**src/rtl/correlation_accumulator.sv**
```systemverilog
// Integrates the signed product of two sample streams over windows delimited by the
// rising edge of window_end, and offers each window's result through a valid/ready register.
module correlation_accumulator #(
  parameter int SAMPLE_WIDTH = 8,
  parameter int RESOLUTION   = 64
) (
  input  logic                    clk,
  input  logic                    reset,
  input  logic                    enable,
  input  logic [SAMPLE_WIDTH-1:0] sample_a,
  input  logic [SAMPLE_WIDTH-1:0] sample_b,
  input  logic                    sample_valid,
  input  logic                    window_end,
  output logic [RESOLUTION-1:0]   corr_out,
  output logic [RESOLUTION-1:0]   count_out,
  output logic                    saturated_out,
  output logic                    out_valid,
  input  logic                    out_ready,
  output logic                    dropped
);

  localparam int PW = 2 * SAMPLE_WIDTH;

  typedef enum logic [0:0] {
    IDLE = 1'b0,
    RUN  = 1'b1
  } state_t;

  state_t                  state_reg;
  logic [RESOLUTION-1:0]   acc_reg;
  logic [RESOLUTION-1:0]   count_reg;
  logic                    sat_reg;
  logic                    window_end_q;

  logic signed [PW-1:0]    a_ext;
  logic signed [PW-1:0]    b_ext;
  logic signed [PW-1:0]    product;
  logic [RESOLUTION-1:0]   product_ext;
  logic [RESOLUTION-1:0]   addend;
  logic [RESOLUTION:0]     sum_wide;
  logic                    sum_overflow;
  logic [RESOLUTION-1:0]   sum_sat;
  logic                    count_inc;
  logic [RESOLUTION-1:0]   count_next;
  logic                    win_edge;
  logic                    transfer;
  logic                    load_ok;

  localparam logic [RESOLUTION-1:0] ACC_MAX = {1'b0, {(RESOLUTION-1){1'b1}}};
  localparam logic [RESOLUTION-1:0] ACC_MIN = {1'b1, {(RESOLUTION-1){1'b0}}};

  // Operands are widened first so the multiply yields the full-width signed product.
  assign a_ext   = {{SAMPLE_WIDTH{sample_a[SAMPLE_WIDTH-1]}}, sample_a};
  assign b_ext   = {{SAMPLE_WIDTH{sample_b[SAMPLE_WIDTH-1]}}, sample_b};
  assign product = a_ext * b_ext;

  generate
    if (RESOLUTION > PW) begin : g_ext
      assign product_ext = {{(RESOLUTION-PW){product[PW-1]}}, product};
    end else begin : g_noext
      assign product_ext = product;
    end
  endgenerate

  assign addend = sample_valid ? product_ext : '0;

  // One guard bit catches two's-complement overflow; clip to the signed range.
  assign sum_wide     = {acc_reg[RESOLUTION-1], acc_reg} + {addend[RESOLUTION-1], addend};
  assign sum_overflow = sum_wide[RESOLUTION] ^ sum_wide[RESOLUTION-1];
  assign sum_sat      = sum_overflow ? (sum_wide[RESOLUTION] ? ACC_MIN : ACC_MAX)
                                     : sum_wide[RESOLUTION-1:0];

  assign count_inc  = sample_valid & ~(&count_reg);
  assign count_next = count_reg + {{(RESOLUTION-1){1'b0}}, count_inc};

  assign win_edge = window_end & ~window_end_q;
  assign transfer = out_valid & out_ready;
  assign load_ok  = ~out_valid | out_ready;

  always_ff @(posedge clk) begin
    if (!reset) begin
      state_reg     <= IDLE;
      acc_reg       <= '0;
      count_reg     <= '0;
      sat_reg       <= 1'b0;
      window_end_q  <= 1'b0;
      corr_out      <= '0;
      count_out     <= '0;
      saturated_out <= 1'b0;
      out_valid     <= 1'b0;
      dropped       <= 1'b0;
    end else begin
      window_end_q <= window_end;

      // A load below overrides this clear when both happen in one cycle.
      if (transfer) begin
        out_valid <= 1'b0;
      end

      case (state_reg)
        IDLE: begin
          acc_reg   <= '0;
          count_reg <= '0;
          sat_reg   <= 1'b0;
          if (enable) begin
            state_reg <= RUN;
          end
        end

        RUN: begin
          if (!enable) begin
            state_reg <= IDLE;
            acc_reg   <= '0;
            count_reg <= '0;
            sat_reg   <= 1'b0;
          end else if (win_edge) begin
            acc_reg   <= '0;
            count_reg <= '0;
            sat_reg   <= 1'b0;
            if (load_ok) begin
              corr_out      <= sum_sat;
              count_out     <= count_next;
              saturated_out <= sat_reg | sum_overflow;
              out_valid     <= 1'b1;
            end else begin
              dropped <= 1'b1;
            end
          end else begin
            acc_reg   <= sum_sat;
            count_reg <= count_next;
            sat_reg   <= sat_reg | sum_overflow;
          end
        end

        default: begin
          state_reg <= IDLE;
        end
      endcase
    end
  end

endmodule

```
**config.mk**
```make
export PLATFORM = sky130hd
export DESIGN_NAME = correlation_accumulator
export DESIGN_NICKNAME = d
export VERILOG_FILES = /design/src/rtl/correlation_accumulator.sv
export SDC_FILE = /design/constraint.sdc
export NUM_CORES = 1
export LEC_CHECK = 0
export BUFFER_PORTS_ARGS = -buffer_cell sky130_fd_sc_hd__clkbuf_2
export CELL_PAD_IN_SITES_DETAIL_PLACEMENT = 0
export CELL_PAD_IN_SITES_GLOBAL_PLACEMENT = 1
export CORE_UTILIZATION = 41
export DETAILED_ROUTE_END_ITERATION = 12
export PLACE_DENSITY = 0.87
export SLEW_MARGIN = 20
export SYNTH_ARGS = -nofsm -noshare
export SYNTH_HDL_FRONTEND = slang
export SYNTH_SLANG_ARGS = --single-unit
export TNS_END_PERCENT = 30
```
**constraint.sdc**
```tcl
create_clock -name clk -period 11 [get_ports clk]
set_input_delay 0.55 -clock clk [delete_from_list [all_inputs] [get_ports clk]]
set_output_delay 0.55 -clock clk [all_outputs]
set_load 0.05 [all_outputs]
```
==> results of run 1 <==
==> cells in the final DEF (no fill, tap or decap), drive strengths merged, types with 69 or more instances in the layout <==
master	instances
dfxtp	262
nor2	258
a21oi	218
clkbuf	190
nand2	130
o21ai	127
inv	127
ha	95
xnor2	70
and2	70
a211oi	69
==> final cells by class <==
type / count / area [um^2] / area share
Multi-Input combinational cell: 1501 / 10100 / 0.551
Sequential cell: 262 / 5250 / 0.287
Timing Repair Buffer: 164 / 863 / 0.0473
Clock buffer: 38 / 810 / 0.0443
Tap cell: 518 / 648 / 0.0355
Inverter: 123 / 462 / 0.0253
Clock inverter: 16 / 173 / 0.00946
==> critical path: cells and delay by family <==
| kind | cells | cell delay [ns] |
|---|---|---|
| compound gates | 15 | 4.61 |
| fa+ha+maj | 6 | 2.86 |
| buf+inv | 7 | 0.91 |
| simple gates | 2 | 0.59 |
==> power breakdown <==
group / leakage [uW] / internal, uW / switching [uW] / total [uW]
Sequential: 0.00212 / 976 / 13.5 / 990
Combinational: 0.00493 / 786 / 1400 / 2180
Clock: 0.000475 / 573 / 422 / 994
==> worst min path at each step <==
stage                             from           end  cells after the start
final                       window_end  window_end_q                      2
after global routing        window_end  window_end_q                      2
after global placement    count_out[0]  count_out[0]                      2
after detailed placement  count_out[1]  count_out[1]                      2
after floorplan                sat_reg       sat_reg                      2
after CTS                   window_end  window_end_q                      2
==> cells by family after synthesis <==
| logic type | share of synthesized area |
|---|---|
| AO/OA/AOI/OAI | 0.218 |
| buffers and inverters | 0.0567 |
| XOR/XNOR | 0.0654 |
| multiplexers | 0.00641 |
| adder cells (fa/ha/maj) | 0.143 |
| flip-flops | 0.324 |
| AND/OR/NAND/NOR | 0.186 |
==> stage by stage <==
step | total power [uW] | hold WS [ns]
2_1_floorplan | 2700 | 0.426
3_3_place_gp | 3140 | 0.449
3_5_place_dp | 3160 | 0.449
4_1_cts | 4180 | 0.213
5_1_grt | 4480 | 0.220
6_report | 4170 | 0.234
==> per-layer routing <==
metal	track usage	wire length, um	vias to the layer above	share of wire
li1	-	-	7126	-
met1	0.283	20000	6789	0.45
met2	0.359	20000	360	0.46
met3	0.0446	2820	73	0.064
met4	0.0600	1060	0	0.024
met5	0	0	-	0
==> summary by stage, run 1 <==
Detailed routing
The routed wirelength normalized by instance count is 16.7 um. The initial detailed-routing violation count is 763. The first TritonRoute pass finished after 5 iterations.

The overall routed net length is 43.9 mm. The count of nets left with antenna violations once routing finished came out at 0. The via count is ~14000. Using the TritonRoute via totals, the vias-per-cell ratio works out to 5.47. After detailed routing, the number of remaining DRC violations is 0.

Global routing
The total grt overflow is 0. The via count of the first global-routing pass is approximately 14000. The first global-routing pass estimated approximately 72 mm of wire. The total routing resource utilization after global routing is 0.216. The number of antenna violations at the first check in global routing came to 0.

Entering global routing, the biggest net connects 242 pins.

Yosys
The register bit total from synthesis is 262. Among all flip-flop cells after synthesis, the most frequent one is dfxtp_1. Yosys instantiated no cell more often than dfxtp_1. The sequential share of the synthesized area is 0.324. Synthesis produced a netlist with a net count of 2168. A synthesized cell averages a little over 8 um^2. The synthesized netlist occupies a cell area of 0.0162 mm^2.

The share of synthesized area in the top cell type comes to 0.324. The cell taking the most area after synthesis is dfxtp_1. The distinct cell type count of the synthesized netlist is 75. The share of flip-flops with an asynchronous set or reset is 0. After technology mapping, the gate count stands at ~2000. The count of flip-flops with a built-in enable after synthesis is 0.

By count the netlist is led by dfxtp_1 (262), nor2_1 (258), a21oi_1 (218), nand2_1 (130), o21ai_0 (125). Sorting the synthesized cells by area gives the leading types as dfxtp_1 (32%), ha_1 (7.3%), fa_1 (6.9%), a21oi_1 (6.7%), nor2_1 (6.0%). For this run, the number of Yosys warnings is 0.

Critical path
The source of the worst register-to-register timing path is acc_reg[44]. The worst setup path is launched from an input pin. Along the worst path, the maximum fanout reaches 45.

The longest individual stage delay on the worst path is 0.83 ns. Setup slack on the worst reg-to-reg path comes out at 6.96 ns. The type of destination of the critical path is a flip-flop. For the worst setup path, the data required time is 11.50 ns. The worst setup path is of the input pin to flip-flop kind. Tracing the worst setup path back leads to its startpoint at sample_a[3]. The endpoint of the most critical register-to-register path is corr_out[25]. The arrival time at the worst endpoint is 9.58 ns. The slowest stage of the critical path is the a21boi_4 cell. The end of the critical path is corr_out[25]. Counting stages on the worst path, the most repeated cell is inv_1. Counting cells, the worst reg-to-reg path comes to 11.

Placed design
Prior to clock tree synthesis, the placed netlist has a worst setup slack of 1.47 ns. After detailed placement, the design holds a cell count of about 2600. The number of I/O port buffers is between 150 and 200.

The congestion estimate from routability-driven global placement came to between 0.8 and 0.9. The placed instances occupy a cell area of 0.0173 mm^2. The post-DP HPWL is 32.4 mm.

Clocking
The total clock sinks is 262. The post-CTS clock slew at the launch and capture registers of the worst setup and hold paths is about 0.060 ns. The number of buffers inserted by post-CTS setup repair is 0. The later pin in the worst-skew pair is clocked with a latency of approximately 0.58 ns.

The number of gates resized after CTS is 0. The longest clock path from root to sink contains 3 buffers. In this run the number of H-tree levels came out at 1.

The CTS tree is built. The CTS buffer count is 29. The clock tree root driver cell is clkbuf_16.

The total of hold buffers inserted after clock tree synthesis is 0.

Cells and area
The finished layout holds between 2000 and 3000 standard cells, fillers aside. For this run, the post-layout net count is 2254. Summing all non-filler instances in the final layout gives an area of 0.0183 mm^2. Compared with the post-synthesis result, the final layout area differs by 12.7%. In the final layout, the share of cells above drive strength 1 is 0.115.

The number of filler cells placed in the layout is 3813. The antenna diode count is 0. Once layout is complete, the utilization of the core stands at 0.470.

STA
The max-slew violation count is 0. The least setup slack across all paths after layout is a little under 2 ns. The final worst clock skew is 0.0162 ns. Counting I/O delays and the setup requirement, the final critical path takes 9.08 ns. Setup repair after global routing left no endpoint under its margin. The count of final hold-check violations is 0. Of the available clock period, the critical path in the final layout requires 0.825. At the pin with the least slew margin, the transition time is approximately 1.1 ns. Timing would allow up to 0.110 GHz.

The sum of negative setup slack is 0 ns. The normalized max-slew margin is 0.274. Setup violations remaining at the end of the flow were counted as 0.

Run status
The run finished with clean final reports.

Job
The max-capacitance violation count is 0.

Power and ir drop
The maximum resistive drop on vdd is 0.000121 V. For this design the static power due to leakage is around 0.0075 uW. The total power density per cell area is roughly 230 mW/mm^2.

Floorplan
153 I/O pins were placed. The height of the chip is 201 um. The placeable core region is 0.0388 mm^2. The width of the die is 201 um. The die covers 0.0403 mm^2. For this configuration, the core starts out at a cell density of 0.417.

After floorplanning, the core was divided into 72 placement rows.

Worst hold path
The path class of the tightest hold or removal check is input pin to flip-flop.
(Power assumes the default switching activity.)
==> run 2, diff against run 1 <==
==> constraint.sdc (replaced) <==
create_clock -name clk -period 8 [get_ports clk]
set_input_delay 0.4 -clock clk [delete_from_list [all_inputs] [get_ports clk]]
set_output_delay 0.4 -clock clk [all_outputs]
set_load 0.05 [all_outputs]
==> run 2 against run 1 <==
Compared with the run above:
- combinational power increased by 68%
- critical path type unchanged
- register-to-register slack got worse by 2.6 ns
- hold slack got worse by 0.16 ns
- highest routed layer unchanged
==> summary by stage, run 2 (synthesis results as in run 1) <==
Run status
Outcome: complete, no violations (unchanged).

Clocking
The post-CTS clock slew at the launch and capture registers of the worst setup and hold paths is 0.06 ns (about the same). The maximum count of clock buffers along a single path is 3 (unchanged). The H-tree depth is 1 (unchanged).

The number of buffers inserted by post-CTS setup repair is 0 (unchanged). The CTS tree is built (unchanged). The total clock sinks came to 262 (unchanged). The clock tree root driver cell is clkbuf_16 (unchanged).

The clock network latency to the later pin of the worst-skew pair is 0.60 ns (was 0.58 ns). The CTS buffer count is 30 (was 29).

Placed design
The total placed cells including tap cells is 2720 (was 2568). The post-DP HPWL is 35.1 mm (was 32.4 mm). The final estimated routing congestion in global placement is 0.905 (was 0.896). The number of I/O port buffers is 152 (unchanged).

Power and ir drop
The part of the power in the clock network is 0.234 (was 0.239). The maximum resistive drop on vdd is 0.000185 V (was 0.000121 V). The internal power consumption is 3860 uW (was 2330 uW).

The standby leakage power was 0.00838 uW (was 0.00752 uW). The logic gate share of total power came to 0.558 (was 0.524). The total power density per cell area was 334 mW/mm^2 (was 228 mW/mm^2). The sequential cell fraction of total power is 0.208 (was 0.237).

The switching power of the nets is 2700 uW (was 1830 uW). The switching fraction of total power is 0.411 (was 0.440).

Cells and area
The final cell count without fillers is 2776 (was 2622). The antenna diode count is 0 (unchanged). The final net count is 2407 (was 2254). The share of cells above drive strength 1 is 0.177 (was 0.115). The synthesis-to-layout area growth is 21.1% (was 12.7%).

The most frequent standard cell in the layout excluding fill and tap cells is dfxtp_1 (unchanged). Most frequent cells in the layout: dfxtp_1 (262), nor2_1 (258), a21oi_1 (218) (unchanged).

STA
The transition at the pin with the smallest max-transition slack was 0.983 ns (was 1.09 ns). Static timing analysis puts the maximum clock frequency at about 0.13 GHz. The final worst-path cycle share is 0.960.

The smallest hold slack is 0.0732 ns (was 0.234 ns). The count of final hold-check violations came to 0 (unchanged). The final critical path time including I/O delays and setup is around 7.7 ns. The normalized max-slew margin is 0.345 (was 0.274).

The sum of negative setup slack is 0 ns (unchanged). The final worst clock skew came to 0.0355 ns (was 0.0162 ns). The number of endpoints failing setup at the final stage is 0 (unchanged). The max-slew violation count was 0 (unchanged).

Global routing
The total routing resource utilization after global routing is 0.226 (was 0.216). The via count of the first global-routing pass came to 14936 (was 13904). The number of antenna violations at the first check in global routing came to 1 (was 0). The largest net degree at the start of global routing is 125 (was 242).

The total grt overflow is 0 (unchanged). The wire length of the first global-routing pass came to 75.5 mm (was 71.9 mm).

Detailed routing
The final antenna-violating net count came to 0 (unchanged). The routed wirelength normalized by instance count came to 16.7 um (about the same). The count of unresolved DRC violations after routing is 0 (unchanged).

The via count is 14966 (was 14348). The routed via count divided by cell count is 5.39 (was 5.47). The initial detailed-routing violation count came to 809 (was 763).

The overall routed net length is 46.2 mm (was 43.9 mm). The first-pass iteration count of the detailed router is 5 (unchanged).

Critical path
The type of destination of the critical path is a flip-flop (unchanged). The startpoint-to-endpoint class of the critical path is input pin to flip-flop (unchanged). The source of the worst register-to-register timing path is count_reg[3] (was acc_reg[44]). The highest-delay cell along the critical path is fa_1 (was a21boi_4). The maximum fanout along the worst path is 28 (was 45).

The logic depth of the worst register-to-register path is 13 (was 11). The endpoint required time on the critical path came to 8.44 ns (was 11.50 ns). The kind of cell adding the most delay to the critical path is compound AO/OA/AOI/OAI gates (unchanged). The first element of the critical path is sample_a[3] (unchanged). The setup slack of the worst register-to-register path came to 4.40 ns (was 6.96 ns). The count of buffer and inverter cells on the critical path came to 9 (was 7). The most common cell type on the critical path is inv_1 (unchanged). The endpoint of the most critical register-to-register path is count_out[43] (was corr_out[25]). The longest individual stage delay on the worst path is 0.54 ns (was 0.83 ns).

The arrival time at the worst endpoint is 8.12 ns (was 9.58 ns). The kind of launch point of the worst setup path was an input pin (unchanged).

Floorplan
The total number of placement rows is 72 (unchanged). The height of the chip was 201 um (unchanged). The width of the die is 201 um (unchanged). The starting density of the core is 0.417 (unchanged). The I/O pin count came to 153 (unchanged). The placeable core region is 0.0388 mm^2 (unchanged).

The area of the die is 0.0403 mm^2 (unchanged).

Worst hold path
The source of the worst hold timing path is window_end (unchanged). The worst hold endpoint is window_end_q (unchanged). The worst min-delay path category is input pin to flip-flop (unchanged).

The cell depth of the worst min-delay path is 2 (unchanged).

Job
The max-capacitance violation count is 0 (unchanged).
[run 2: area by class of cell]
type	instances	area, um^2
Tap cell	518	648
Inverter	123	462
Sequential cell	262	5250
Multi-Input combinational cell	1501	10100
Fill cell	3784	19200
Clock buffer	35	820
Timing Repair Buffer	316	2060
Clock inverter	21	310
[run 2: repair_timing]
item / CTS / global route
resized for setup: 0 / 4
endpoints found under the setup margin: 0 / 112
hold buffers: 0 / 0
[run 2: worst max path at each step]
stage	cells past startpoint	end	slack [ns]
after global placement	32	corr_out[52]	-0.18
after floorplan	31	corr_out[17]	0.05
after global routing	36	acc_reg[54]	-0.07
after detailed placement	31	corr_out[52]	-0.41
after CTS	31	corr_out[52]	0.17
final	32	corr_out[52]	0.32
[run 2: per-stage QoR]
stage / worst slack (ns) / area [um^2] / total power, uW / util
after floorplan: 0.0493 / 16200 / 3720 / -
after CTS: 0.171 / 19600 / 6570 / 0.505
after global routing: -0.0692 / 19600 / 7050 / 0.505
after global placement: -0.175 / 18500 / 4950 / 0.476
final: 0.317 / 19600 / 6550 / 0.505
after detailed placement: -0.406 / 18500 / 4990 / 0.476
[run 2: metal layers]
| layer | global-route usage | part of all wire |
|---|---|---|
| met1 | 0.288 | 0.45 |
| met2 | 0.390 | 0.47 |
| met3 | 0.0427 | 0.049 |
| met4 | 0.0611 | 0.028 |
| met5 | 0 | 0 |
[run 2: power groups by stage]
stage	clock network, uW	registers (uW)	logic (uW)
finish	1530	1360	3660
global route	1620	1360	4060
CTS	1580	1360	3630
detailed placement	0	1390	3600
global placement	0	1390	3560
floorplan	0	1460	2260
